==> src/rtl/rf_wb_ctrl.sv <==
// Register-file writeback controller: round-robin arbitration of ALU/LSU results onto
// the single RF write port, plus the per-register busy scoreboard used for RAW stalls.
module rf_wb_ctrl #(
  parameter  int DATA_WIDTH    = 32,
  parameter  int NUM_REGISTERS = 32,
  localparam int ADDRESS_WIDTH = $clog2(NUM_REGISTERS)
) (
  input  logic                     clk,
  input  logic                     arst_n,
  input  logic                     flush_in,
  input  logic                     issue_valid_in,
  input  logic [ADDRESS_WIDTH-1:0] issue_rd_in,
  input  logic                     alu_valid_in,
  output logic                     alu_ready_out,
  input  logic [ADDRESS_WIDTH-1:0] alu_rd_in,
  input  logic [DATA_WIDTH-1:0]    alu_data_in,
  input  logic                     lsu_valid_in,
  output logic                     lsu_ready_out,
  input  logic [ADDRESS_WIDTH-1:0] lsu_rd_in,
  input  logic [DATA_WIDTH-1:0]    lsu_data_in,
  output logic                     wr_en_out,
  output logic [ADDRESS_WIDTH-1:0] rd_out,
  output logic [DATA_WIDTH-1:0]    rd_data_out,
  output logic [NUM_REGISTERS-1:0] busy_out
);

  typedef enum logic {SRC_ALU = 1'b0, SRC_LSU = 1'b1} src_e;

  src_e                     rr_last;
  logic                     alu_xfer;
  logic                     lsu_xfer;
  logic                     xfer;
  logic [ADDRESS_WIDTH-1:0] wb_rd;
  logic [DATA_WIDTH-1:0]    wb_data;
  logic [NUM_REGISTERS-1:0] busy_next;

  // Under contention the source that did not win last time gets the port.
  assign alu_ready_out = alu_valid_in && (!lsu_valid_in || rr_last == SRC_LSU);
  assign lsu_ready_out = lsu_valid_in && (!alu_valid_in || rr_last == SRC_ALU);

  assign alu_xfer = alu_valid_in && alu_ready_out;
  assign lsu_xfer = lsu_valid_in && lsu_ready_out;
  assign xfer     = alu_xfer || lsu_xfer;
  assign wb_rd    = lsu_xfer ? lsu_rd_in   : alu_rd_in;
  assign wb_data  = lsu_xfer ? lsu_data_in : alu_data_in;

  // NOTE: every combinational output gets a default first, so no path leaves it
  // unassigned and no latch is inferred; later statements override earlier ones.
  always_comb begin
    busy_next = busy_out;
    if (xfer && wb_rd != '0)
      busy_next[wb_rd] = 1'b0;
    if (issue_valid_in && issue_rd_in != '0)
      busy_next[issue_rd_in] = 1'b1;
    if (flush_in)
      busy_next = '0;
    busy_next[0] = 1'b0;
  end

  // NOTE: state registers use non-blocking assignments so every flop samples
  // pre-edge values regardless of statement order.
  always_ff @(posedge clk or negedge arst_n) begin
    if (!arst_n) begin
      rr_last     <= SRC_ALU;
      wr_en_out   <= 1'b0;
      rd_out      <= '0;
      rd_data_out <= '0;
      busy_out    <= '0;
    end else begin
      busy_out  <= busy_next;
      wr_en_out <= xfer && wb_rd != '0;
      if (xfer) begin
        rr_last     <= lsu_xfer ? SRC_LSU : SRC_ALU;
        rd_out      <= wb_rd;
        rd_data_out <= wb_data;
      end
    end
  end

endmodule

==> config.mk <==
export PLATFORM = sky130hd
export DESIGN_NAME = rf_wb_ctrl
export DESIGN_NICKNAME = d
export VERILOG_FILES = /design/src/rtl/rf_wb_ctrl.sv
export SDC_FILE = /design/constraint.sdc
export NUM_CORES = 1
export LEC_CHECK = 0
export CAP_MARGIN = 20
export CORE_UTILIZATION = 25
export DETAILED_ROUTE_END_ITERATION = 16
export PLACE_DENSITY = 0.49
export SETUP_SLACK_MARGIN = 0.15
export SYNTH_ARGS = -nofsm -noshare
export SYNTH_HDL_FRONTEND = slang
export SYNTH_SLANG_ARGS = --single-unit
==> constraint.sdc <==
create_clock -name clk -period 2.9 [get_ports clk]
set_clock_uncertainty 0.1 [all_clocks]
set_input_delay 0.58 -clock clk [delete_from_list [all_inputs] [get_ports clk]]
set_output_delay 0.58 -clock clk [all_outputs]
set_load 0.005 [all_outputs]
==> impl_metrics.toml <==
[outcome]
run_status = "complete, no violations"

[timing]
timing.final.max_slew_violations = 0
unrepaired_setup_endpoints_after_global_routing = "false"
summed_negative_setup_slack_over_all_endpoints_ns = 0
slew-limit-headroom_pct = 42.0
min_period_ns = 2.60
worst_slew_pin_slew_ns = 0.867
worst_setup_margin_ns = 0.297
setup_violations = 0
final_min_period_over_clock_period_pct = 89.8
max_clock_freq_ghz = 0.384
hold_violations = 0

[layout]
postLayoutCellArea_mm2 = 0.00579
nNetsFinal = 667
final-seq-area_mm2 = 0.00175
layout.filler_cells = 1486
layout-drive-gt1-share_pct = 7.33
ant_diodes = 0
multi_input_area_mm2 = 0.00176
syn_to_final_growth_pct = 51.1

[floorplan]
starting_density_of_the_core_pct = 26.0
die-area_mm2 = 0.0158
fp.coreArea_mm2 = 0.0148
floorplan.io_pins = 157
die_width_um = 126
die_y_um = 126
floorplan.rows = 44

[power_and_ir_drop]
power_switching_w = 0.000797
p_comb_share_pct = 24.1
seqPwrFrac_pct = 39.7
switching_share_pct = 28.8
totalPowerFinal_w = 0.00277
cell_internal_pwr_w = 0.00197
p_clk_share_pct = 36.2
worst_ir_drop_vdd_uv = 273
p_per_area_mw_per_mm2 = 479
leakagePower_nw = 2.31

[critical_path]
worstPathMaxFanout = 4
worstReg2RegEnd = "busy_out[12]$_DFF_PN0_"
rr_startpoint = "rr_last$_DFFE_PN0P_"
critPathArrivalTime_ns = 1.92
reg2reg_depth = 5
worst-r2r-setup-slack_ns = 0.77
worst_setup_path_start_kind = "input pin"
critPathCaptureType = "primary output"
setup.worst_path.class = "in2out"
worstPathRequired_ns = 2.22

[yosys]
synth_area_mm2 = 0.00383
synth.net_count = 529
synth_cell_types = 40
yosysWarningCount = 0
synth_sequential_area_ratio_pct = 45.7
postSynthCellCount = 444
ys_seq_elements = 70
synthesis.area_per_instance_um2 = 8.63

[clock_tree]
h-tree-depth = 3
postCtsHoldBufs = 0
cts_sinks = 70
path_clk_slew_ns = 0.06
post_cts_buffers = 0
cts.repair.resized = 0
ctsRootBufferMaster = "sky130_fd_sc_hd__clkbuf_16"
cts-buffers-inserted = 9
clock_insertion_delay_worst_skew_ns = 0.34
tritoncts = "yes"
clock_tree.buffer_depth = 2

[detailed_routing]
detail_route.wirelength_mm = 14.1
detail_route.wl_per_cell_um = 18.3
antenna_violating_nets_post_route = 0
drc = 0
viasPerCell = 5.15
vias = 3970
initialDrtViolationCount = 204
dr.pass1.iters = 4

[place]
placement.setup.worst_slack_ns = 0.246
numPortBuffers = 155
hpwlAfterDp_mm = 10.0
placedInstanceArea_mm2 = 0.00552
globalplace.congestion = 0.797

[global_route]
grt_max_degree = 79
antenna_violations_before_repair = 0
first_global_vias = 3896
grt_overflow = 0
grt_use_total_pct = 17.9
grt_first_pass_wirelength_mm = 22.1

[hold_path]
hold_class = "in2async"

[flow_run]
drv_cap = 0
## Yosys cell counts, drive strengths merged
master	count	area [um2]
a211oi	3	22.5
a21bo	1	16.3
a21oi	53	265
a221oi	1	8.76
a31oi	34	213
buf	19	98.8
clkbuf	23	86.3
conb	1	3.75
dfrtp	70	1750
inv	35	131
mux2	6	71.3
mux2i	8	83.8
nand2	16	60.1
nand2b	4	25.0
nand3	3	15.0
nand3b	7	52.6
nand4	1	6.26
nand4b	3	26.3
nor2	48	180
nor2b	7	43.8
nor3	12	60.1
nor3b	6	45.0
nor4	3	18.8
o211ai	8	60.1
o21a	1	7.51
o21ai	9	45.0
o22ai	32	200
o311ai	7	61.3
o31ai	18	135
o32a	1	10.0
o41ai	1	8.76
or2	2	12.5
or3	1	6.26
## critical path, cell delays in order
cell and delay, ns:
sky130_fd_sc_hd__clkdlybuf4s50_1 0.52, sky130_fd_sc_hd__a21bo_4 0.25, sky130_fd_sc_hd__inv_2 0.07, sky130_fd_sc_hd__clkdlybuf4s50_1 0.49
## placed cells by master, fill, tap and decap left out, types with 12 or more instances in the layout
cell type	instances
sky130_fd_sc_hd__inv_1	34
sky130_fd_sc_hd__o31ai_1	18
sky130_fd_sc_hd__clkdlybuf4s50_1	153
sky130_fd_sc_hd__dfrtp_1	70
sky130_fd_sc_hd__buf_4	14
sky130_fd_sc_hd__nand2_1	16
sky130_fd_sc_hd__o22ai_1	32
sky130_fd_sc_hd__a21oi_1	53
sky130_fd_sc_hd__a31oi_1	34
sky130_fd_sc_hd__nor3_1	12
sky130_fd_sc_hd__nor2_1	48
## power groups by stage
stage / registers (W) / clock network [W] / logic (W)
after floorplan: 0.00112 / 0 / 0.000285
after global placement: 0.00111 / 0 / 0.000664
after detailed placement: 0.00112 / 0 / 0.000669
after CTS: 0.00110 / 0.00104 / 0.000673
after global routing: 0.00111 / 0.00107 / 0.000725
final: 0.00110 / 0.00100 / 0.000668
## kinds of logic (layout without fill, tap and decap cells)
kind of cell	after synthesis	count (layout)	synth area share (%)
simple gates	113	113	14.4
buf+inv	77	220	8.26
compound gates	169	169	27.5
other cells	1	1	0.0978
flops	70	70	45.7
mux	14	14	4.05
## stage by stage
step                      utilization [%]  hold slack, ns  std cells
final                                39.2           0.103        771
after global routing                 39.2           0.128        771
after CTS                            39.2           0.102        771
after detailed placement             37.4           0.394        755
after global placement               37.4           0.397        755
after floorplan                         -           0.184        444
## cell type report
cell class / instances / share of cell area (%)
Sequential cell: 70 / 30.3
Inverter: 35 / 2.27
Timing Repair Buffer: 169 / 28.4
Tap cell: 184 / 3.98
Clock inverter: 7 / 0.713
Multi-Input combinational cell: 297 / 30.5
Clock buffer: 9 / 3.89
## flip-flops by register name, summed over array words and instances, names as in the netlist
name and flops:
rr_last 1, rd_out 5, wr_en_out 1, busy_out 31
rd_data_out 32
## how the worst max path moves through the flow
stage,start,end,cells past startpoint
3_5_place_dp,lsu_valid_in,busy_out[12]$_DFF_PN0_,6
3_3_place_gp,lsu_valid_in,lsu_ready_out,4
4_1_cts,lsu_valid_in,lsu_ready_out,4
2_1_floorplan,lsu_valid_in,busy_out[22]$_DFF_PN0_,5
6_report,lsu_valid_in,lsu_ready_out,4
5_1_grt,lsu_valid_in,lsu_ready_out,4
## metal layers
layer	global-route usage [%]	part of all wire, %
met1	24.4	47
met5	0	0
met2	27.5	44
met4	7.51	2.0
met3	3.87	6.8
Power figures use the tool's default switching activity.
